===== src/rtl/spi_encoder.sv =====
// SPI mode-0 master transmitter: serialises bytes MSB first onto sclk/mosi/csn,
// grouping consecutive bytes into one chip-select frame until a byte flagged last.
//
// state | meaning
// ------+-------------------------------------------------------------
// IDLE  | csn high, waiting for the first byte of a frame
// SETUP | csn low, sclk low, first bit of a byte presented on mosi
// HIGH  | sclk high half-period (slave samples mosi on the rise)
// LOW   | sclk low half-period, next bit presented on mosi
// NEXT  | byte finished mid-frame, csn held low, waiting for the next byte
// HOLD  | sclk low half-period after the final rise of the frame
// GAP   | csn high, enforcing the minimum inter-frame gap
module spi_encoder #(
  parameter int HALF_PERIOD = 2,
  parameter int CS_GAP      = 2
) (
  input  logic       clk,
  input  logic       rst_n,
  input  logic [7:0] tx_data,
  input  logic       tx_valid,
  input  logic       tx_last,
  output logic       tx_ready,
  input  logic       abort,
  output logic       sclk,
  output logic       mosi,
  output logic       csn,
  output logic       busy,
  output logic       done
);

  typedef enum logic [2:0] {IDLE, SETUP, HIGH, LOW, NEXT, HOLD, GAP} state_t;

  // The IDLE cycle in which the next byte is accepted is the last cycle of the
  // csn-high window, so GAP itself only covers CS_GAP-1 cycles and is skipped
  // altogether when CS_GAP is 1.
  localparam logic [7:0] HP_LOAD   = 8'(HALF_PERIOD - 1);
  localparam logic [7:0] GAP_LOAD  = 8'((CS_GAP > 1) ? (CS_GAP - 2) : 0);
  localparam state_t     GAP_ENTRY = (CS_GAP > 1) ? GAP : IDLE;

  state_t     state;
  logic [7:0] shift;
  logic [7:0] half_cnt;
  logic [7:0] gap_cnt;
  logic [3:0] bit_cnt;
  logic       last_q;
  logic       accept;
  logic       abort_hit;

  assign tx_ready  = (state == IDLE) || ((state == NEXT) && !abort);
  assign busy      = (state != IDLE);
  assign accept    = tx_valid && tx_ready;
  assign abort_hit = abort && (state != IDLE) && (state != GAP);

  always_ff @(posedge clk or negedge rst_n) begin
    if (!rst_n) begin
      state    <= IDLE;
      shift    <= 8'd0;
      half_cnt <= 8'd0;
      gap_cnt  <= 8'd0;
      bit_cnt  <= 4'd0;
      last_q   <= 1'b0;
      sclk     <= 1'b0;
      mosi     <= 1'b0;
      csn      <= 1'b1;
      done     <= 1'b0;
    end else begin
      done <= 1'b0;
      if (abort_hit) begin
        csn     <= 1'b1;
        sclk    <= 1'b0;
        mosi    <= 1'b0;
        shift   <= 8'd0;
        bit_cnt <= 4'd0;
        last_q  <= 1'b0;
        gap_cnt <= GAP_LOAD;
        state   <= GAP_ENTRY;
      end else begin
        case (state)
          IDLE, NEXT: begin
            if (accept) begin
              csn      <= 1'b0;
              mosi     <= tx_data[7];
              shift    <= {tx_data[6:0], 1'b0};
              last_q   <= tx_last;
              bit_cnt  <= 4'd0;
              half_cnt <= HP_LOAD;
              state    <= SETUP;
            end
          end
          SETUP, LOW: begin
            if (half_cnt == 8'd0) begin
              sclk     <= 1'b1;
              half_cnt <= HP_LOAD;
              state    <= HIGH;
            end else begin
              half_cnt <= half_cnt - 8'd1;
            end
          end
          HIGH: begin
            if (half_cnt == 8'd0) begin
              sclk     <= 1'b0;
              half_cnt <= HP_LOAD;
              bit_cnt  <= bit_cnt + 4'd1;
              if (bit_cnt == 4'd7) begin
                state <= last_q ? HOLD : NEXT;
              end else begin
                mosi  <= shift[7];
                shift <= {shift[6:0], 1'b0};
                state <= LOW;
              end
            end else begin
              half_cnt <= half_cnt - 8'd1;
            end
          end
          HOLD: begin
            if (half_cnt == 8'd0) begin
              csn     <= 1'b1;
              done    <= 1'b1;
              mosi    <= 1'b0;
              gap_cnt <= GAP_LOAD;
              state   <= GAP_ENTRY;
            end else begin
              half_cnt <= half_cnt - 8'd1;
            end
          end
          GAP: begin
            if (gap_cnt == 8'd0) begin
              state <= IDLE;
            end else begin
              gap_cnt <= gap_cnt - 8'd1;
            end
          end
          default: state <= IDLE;
        endcase
      end
    end
  end

endmodule


===== config.mk =====
export PLATFORM = sky130hd
export DESIGN_NAME = spi_encoder
export DESIGN_NICKNAME = d
export VERILOG_FILES = /design/src/rtl/spi_encoder.sv
export SDC_FILE = /design/constraint.sdc
export NUM_CORES = 1
export LEC_CHECK = 0
export BUFFER_PORTS_ARGS = -buffer_cell sky130_fd_sc_hd__buf_2
export CORE_UTILIZATION = 60
export CTS_CLUSTER_SIZE = 30
export DETAILED_ROUTE_END_ITERATION = 8
export PLACE_DENSITY = 0.81
export SYNTH_ARGS = -nofsm -noshare
export SYNTH_HDL_FRONTEND = slang
export SYNTH_SLANG_ARGS = --single-unit

===== constraint.sdc =====
create_clock -name clk -period 4.5 [get_ports clk]
set_input_delay 0.9 -clock clk [delete_from_list [all_inputs] [get_ports clk]]
set_output_delay 0.9 -clock clk [all_outputs]
set_load 0.02 [all_outputs]

After elaboration in Yosys (flattened, before gate mapping)
Index checks and enable logic that the tools add are counted.
Storage, ports and cells
  bits in latches: 0
  memories: 0
  RAM bits: 0
  output and inout port bits: 6
  word-level logic and storage cells: 105
  ROM bits: 0
  bits of input ports: 13
  register bits after elaboration: 36
Operators by class
  reductions and logical operators: 30
  $add $sub $neg: 3
  eq/ne operators: 17
  shifts and indexed selects: 0
  bitwise operators: 1
  mux-type cells: 44
  $mul: 0
  order comparisons: 0
  div/mod/pow operators: 0
Operator list (count)
  $mux W8: 10
  $pmux W8 S2: 2
  $ne A3 B3 Y1 const B: 8
  $pmux W8 S3: 1
  $mux W3: 7
  $reduce_bool A3 Y1: 6
  $logic_not A8 Y1: 2
  $mux W1: 16
  $sub A8 B1 Y8 const B: 2
  $pmux W3 S5: 1
  $mux W4: 3
  $reduce_and A3 Y1: 4
  $reduce_and A5 Y1: 2
  $eq A3 B3 Y1 const B: 3
  $pmux W4 S2: 1
  $reduce_and A4 Y1: 2
  $eq A3 B2 Y1 const B: 2
  $add A4 B1 Y4 const B: 1
  $eq A4 B3 Y1 const B: 1
  $logic_and A1 B1 Y1: 4
  $ne A2 B2 Y1 const B: 2
  $pmux W1 S2: 2
  $reduce_bool A2 Y1: 2
  $reduce_bool A4 Y1: 1
  other kinds (9): 10

Depth between registers and ports, before layout
Gate-level depths: netlist of the first run.
  depth after elaboration: 7
  mapped depth: 8
  gate-level depth less buffers: 7

Worst setup path after synthesis of the first run
Ideal clock, no wire load.
  path kind: input-to-output
  from: input port abort
  to: output port tx_ready
  setup slack: 2097 ps
  stages: 2
  buffers on the path: 1
  arrival time: 1503 ps
  cell sequence: buf_2 a21oi_1
Between the ends
  cells in the longest elaborated chain, start to end: 3
RTL lines
  start: declaration: line 23  | input logic abort,
  $logic_not A1 Y1: line 49  | assign tx_ready = (state == IDLE) || ((state == NEXT) && !abort);
  $logic_and A1 B1 Y1: line 49
  $logic_or A1 B1 Y1: line 49
  end: declaration: line 22  | output logic tx_ready,
Every way passes these cells.

Final worst setup path of the first run
  from: register state[0]
  to: output port tx_ready
Between the ends
  cells in the longest elaborated chain, start to end: 3
RTL lines
  start: declaration: line 40  | state_t state;
  start signal: assignment: line 105  | state <= last_q ? HOLD : NEXT;
  $eq A3 B3 Y1: line 49
  $logic_and A1 B1 Y1: line 49
  $logic_or A1 B1 Y1 *: line 49
Every way passes the cells marked *; elsewhere a longest branch is shown, timed or not.

==> results of run 1 <==
## worst paths after layout
check	startpoint	slack [ns]	to	cells after the start
max	state[0]	1.78	tx_ready	3
min	bit_cnt[3]	0.47	bit_cnt[3]	1
max reg2reg	state[2]	2.18	half_cnt[6]	5
min reg2reg	bit_cnt[3]	0.47	bit_cnt[3]	1
max in group asynchronous	rst_n	3.34	gap_cnt[0]	1
min in group asynchronous	rst_n	0.68	half_cnt[1]	1
## routing by layer
layer  GRT usage, %  vias to the layer above
li1               -                      855
met1           33.6                      820
met2           40.4                       49
met3           5.84                        9
met4           6.98                        0
met5              0                        -
## power groups by stage
stage	clock [mW]	combinational (mW)	sequential, mW
final	0.294	0.948	0.578
after global routing	0.308	1.07	0.598
after CTS	0.295	0.951	0.577
after detailed placement	0	0.945	0.579
after global placement	0	0.923	0.576
after floorplan	0	0.845	0.521
## cell usage after synthesis, types with 2 or more instances
cell type / instances
a31oi_1: 2
inv_1: 6
o22ai_1: 2
nand3_1: 6
nor4_1: 2
nor2b_1: 3
o211ai_1: 3
ha_1: 5
or3_1: 2
nor2_2: 3
a21oi_1: 13
mux2_4: 6
a32o_1: 4
buf_4: 2
nand2b_1: 2
xnor2_1: 3
and2b_1: 2
buf_6: 2
a22o_1: 2
and2_2: 2
nor3_1: 4
nor2_1: 20
buf_2: 3
o41ai_1: 2
o21ai_1: 5
nand2_1: 34
xor2_1: 3
o21bai_1: 6
o21ai_0: 8
dfrtp_1: 34
## sequential cells by signal, summed over array words and instances (netlist names)
| name | cells |
|---|---|
| csn | 1 |
| gap_cnt | 8 |
| state | 3 |
| mosi | 1 |
| half_cnt | 8 |
| last_q | 1 |
| bit_cnt | 4 |
| shift | 7 |
| sclk | 1 |
| done | 1 |
## area by class of cell
| cell class | count | area, µm² |
|---|---|---|
| clock buffer | 6 | 82.6 |
| tap | 46 | 57.6 |
| clock inverter | 2 | 35.0 |
| sequential | 35 | 877 |
| inverter | 8 | 30.0 |
| multi-input combinational | 177 | 1250 |
| timing repair buffer | 18 | 90.1 |
| fill | 281 | 1020 |
## per-stage QoR
step,cell area [µm²],total power [mW]
2_1_floorplan,2210,1.37
3_3_place_gp,2310,1.50
6_report,2420,1.82
3_5_place_dp,2310,1.52
4_1_cts,2420,1.82
5_1_grt,2420,1.97
## kinds of logic (layout without fill, tap and decap cells)
logic type	count (synthesis)	count (layout)	synth area share, %
and+or+nand+nor	98	98	25.0
AOI/OAI and AO/OA	62	62	22.2
DFF	35	35	39.6
buffers and inverters	16	34	3.90
xor gates and xnor gates	6	6	2.37
muxes	6	6	4.07
adders and majority gates	5	5	2.82
==> results.yml, run 1 <==
timing:
  report.final.slew_viol_count: 0
  finalClockSkew_ns: 0.0107
  tightest_slew_ns: 0.777
  hold_violations: 0
  fin_crit_sh_pct: 60.3
  setup_viol: 0
  rsz0062_at_grt: "no"
  min_period_ns: 2.72
  relSlewSlack_pct: 48.2
  tns_ns: 0
  whs_ns: 0.474
  fmax_ghz: 0.368
  setup_slack_ns: 1.78
critical_path:
  crit_fanout: 13
  crit_required_ns: 3.60
  crit_arrival_ns: 1.82
  path_buf_inv: 1
  crit_type: "reg -> out"
  cp_slowest_cell: "dfrtp_1"
  cp-start-kind: "register"
  crit_chain: "or2_1 > a21oi_1 > buf_2"
  endpoint_kind: "output port"
  slowest_delay_ns: 0.57
  crit_family: "flip-flops"
global_route:
  grt-ovfl-total: 0
  grt_max_degree: 36
  grt.total_usage_pct: 25.0
  antenna_found_initial: 0
  grt_pass1_wl_um: 7770
  grt_pass1_vias: 1701
hold_path:
  hp-class: "reg -> reg"
pwr:
  pwr_density_cell_mw_per_mm2: 751
  pwr-share-clk_pct: 16.1
  p_seq_share_pct: 31.7
  leakagePower_nw: 1.08
  ir_drop_mv: 0.406
  p_sw_uw: 795
  power.share.switching_pct: 43.7
  p_int_mw: 1.03
  comb_power_share_pct: 52.1
floorplanning:
  start_util_pct: 64.3
  dieArea_mm2: 0.00394
  row_count: 21
  io_pins: 19
  dieWidth_um: 62.8
  die_h_um: 62.8
  core_mm2: 0.00344
routing:
  route.layer.met1.wl_um: 2000
  first_pass_iters: 4
  wl_met3_um: 202
  num_vias: 1733
  met2WireLength_um: 2040
  wl_um: 4300
  dr.first_iter.drc_count: 74
  top_layer_used: "met4"
  via_per_inst: 5.93
  ant_nets: 0
  routedWlPerCell_um: 14.7
  drc: 0
yosys:
  synth_edf_count: 0
  ys_ff_latch: 35
  syn_area_mm2: 0.00221
  netlist.area_leader.share_pct: 38.4
  ys.flop_type: "dfrtp_1"
  post_synth.cell_area_avg_um2: 9.71
  ys_types: 67
  netlist_instances: 228
  synth_top_area_cell: "dfrtp_1"
  syn_nets: 246
  synth-seq-area-share_pct: 39.6
  synth.area.top_cells: "dfrtp_1 38%, nand2_1 5.8%, mux2_4 4.1%, nor2_1 3.4%, a21oi_1 2.9%"
  async_flop_share_pct: 100
  yosys_warnings: 0
clocking:
  cts_tree: "built"
  clkTransAtPathRegs_ns: 0.07
  cts_buffers: 5
  h-tree-depth: 2
  clockRootBuffer: "clkbuf_8"
  clockBufferDepth: 2
  clkLatencyLatePin_ns: 0.29
  post-cts-setup-buffers: 0
  cts.sinks: 35
  cts_resized: 0
  holdBufCountCts: 0
cells_and_area:
  final_cell_mix: "34 x nand2_1, 34 x dfrtp_1, 20 x nor2_1"
  drive_above_1_share_pct: 23.2
  final_cells: 292
  area_growth_pct: 9.43
  final_nets: 263
  final_util_pct: 70.4
  insertedDiodeCount: 0
place:
  dp_hpwl_um: 3030
  port_buffers: 18
  place.gp.congestion: 0.828
  dp.cells: 284
  pre_cts_ws_ns: 1.96
run_status:
  status: "complete, no violations"
flow_run:
  drv_cap: 0
Note: power is estimated with default switching activity, not from simulation.
==> run 2, diff against run 1 <==
--- a/config.mk
+++ b/config.mk
@@ -6,10 +6,10 @@
 export NUM_CORES = 1
 export LEC_CHECK = 0
 export BUFFER_PORTS_ARGS = -buffer_cell sky130_fd_sc_hd__buf_2
-export CORE_UTILIZATION = 60
+export CORE_UTILIZATION = 54
 export CTS_CLUSTER_SIZE = 30
 export DETAILED_ROUTE_END_ITERATION = 8
-export PLACE_DENSITY = 0.81
+export PLACE_DENSITY = 0.77
 export SYNTH_ARGS = -nofsm -noshare
 export SYNTH_HDL_FRONTEND = slang
 export SYNTH_SLANG_ARGS = --single-unit
==> constraint.sdc (replaced) <==
create_clock -name clk -period 2.4 [get_ports clk]
set_input_delay 0.48 -clock clk [delete_from_list [all_inputs] [get_ports clk]]
set_output_delay 0.48 -clock clk [all_outputs]
set_load 0.02 [all_outputs]
==> results.yml, run 2 (synthesis gave the netlist of run 1 again) <==
run_status:
  status: "complete, no violations"
timing:
  tns_ns: 0
  rsz0062_at_grt: "no"
  hold_violations: 0
  setup_viol: 0
  fmax_ghz: 0.463
  setup_slack_ns: 0.242
  report.final.slew_viol_count: 0
  finalClockSkew_ns: 0.00791
  fin_crit_sh_pct: 89.9
  min_period_ns: 2.16
  relSlewSlack_pct: 49.6
  tightest_slew_ns: 0.756
routing:
  via_per_inst: 5.80
  drc: 0
  num_vias: 1756
  dr.first_iter.drc_count: 147
  first_pass_iters: 4
  routedWlPerCell_um: 15.3
  ant_nets: 0
  wl_um: 4650
place:
  pre_cts_ws_ns: 0.295
  port_buffers: 18
  place.gp.congestion: 0.922
  dp_hpwl_um: 3310
clocking:
  clkTransAtPathRegs_ns: 0.07
  clkLatencyLatePin_ns: 0.30
  cts_buffers: 5
  cts.sinks: 35
  holdBufCountCts: 0
  clockRootBuffer: "clkbuf_8"
  cts_resized: 0
  post-cts-setup-buffers: 0
  clockBufferDepth: 2
  cts_tree: "built"
  h-tree-depth: 2
floorplanning:
  core_mm2: 0.00380
  row_count: 22
  dieWidth_um: 66.0
  start_util_pct: 58.3
  io_pins: 19
  dieArea_mm2: 0.00436
  die_h_um: 66.0
critical_path:
  cp-start-kind: "register"
  endpoint_kind: "register"
  crit_fanout: 12
  crit_required_ns: 2.57
  crit_arrival_ns: 2.33
  crit_type: "reg -> reg"
cells_and_area:
  final_cell_mix: "34 x nand2_1, 34 x dfrtp_1, 20 x nor2_1"
  insertedDiodeCount: 0
  reg.largest.list: "gap_cnt (8), half_cnt (8), shift (7)"
  area_growth_pct: 13.3
  final_nets: 272
  drive_above_1_share_pct: 25.5
global_route:
  grt.total_usage_pct: 24.8
  grt_pass1_wl_um: 8020
  antenna_found_initial: 0
  grt-ovfl-total: 0
  grt_pass1_vias: 1672
  grt_max_degree: 36
pwr:
  pwr_density_cell_mw_per_mm2: 1440
  ir_drop_mv: 0.685
  leakagePower_nw: 1.13
flow_run:
  drv_cap: 0
hold_path:
  hp-class: "in -> async"
-- run 2: changes by cell type in the layout (fill, tap and decap cells not counted) --
cell	before	now
buf_4	0	9
bufinv_16	1	2
clkbuf_1	0	1
clkbuf_8	6	5
clkinv_2	1	0
-- run 2: where the power goes --
part	switching [mW]	internal [mW]	leakage, nW
registers	0.227	0.801	0.452
logic	1.08	0.876	0.611
clock network	0.222	0.415	0.0654
total	1.53	2.09	1.13
-- run 2: path summary, 6_finish.rpt --
path	startpoint	end	slack [ns]	cells past startpoint
worst min register to register	bit_cnt[3]	bit_cnt[3]	0.49	1
worst max-delay path	half_cnt[0]	half_cnt[3]	0.24	7
min in group clk	tx_data[0]	shift[1]	0.42	3
max in group asynchronous	rst_n	gap_cnt[5]	1.67	1
worst max register to register	half_cnt[0]	half_cnt[3]	0.24	7
worst min-delay path	rst_n	half_cnt[1]	0.25	1
-- run 2: cell type report --
| class | instances | area, µm² |
|---|---|---|
| well taps | 48 | 60.1 |
| flip-flops and latches | 35 | 877 |
| clock buffers | 6 | 72.6 |
| multi-input cells | 177 | 1250 |
| fillers | 314 | 1290 |
| clock inverters | 2 | 60.1 |
| inverters | 8 | 30.0 |
| repair buffers | 27 | 158 |
-- run 2: metrics by stage --
stage | power, mW | utilization (%) | cell area, µm² | instances | hold WS [ns]
finish | 3.62 | 66.0 | 2510 | 303 | 0.248
global route | 3.89 | 66.0 | 2510 | 303 | 0.318
CTS | 3.62 | 66.0 | 2510 | 303 | 0.278
detailed placement | 2.97 | 62.5 | 2380 | 295 | 0.482
global placement | 2.94 | 62.5 | 2380 | 295 | 0.475
floorplan | 2.56 | - | 2210 | 228 | 0.184
-- run 2: worst max-delay path, stage by stage (launching register included) --
cell     delay [ns]
dfrtp_1        0.43
inv_1          0.10
ha_1           0.14
nor3b_2        0.38
nand4_1        0.28
o31ai_2        0.26
nor2_2         0.15
a32o_1         0.30
-- run 2: metal layers --
| layer | part of all wire [%] | wire length, µm | track usage (%) |
|---|---|---|---|
| met1 | 47 | 2200 | 33.3 |
| met2 | 47 | 2170 | 38.5 |
| met3 | 4.7 | 220 | 6.72 |
| met4 | 1.3 | 59 | 7.98 |
| met5 | 0 | 0 | 0 |
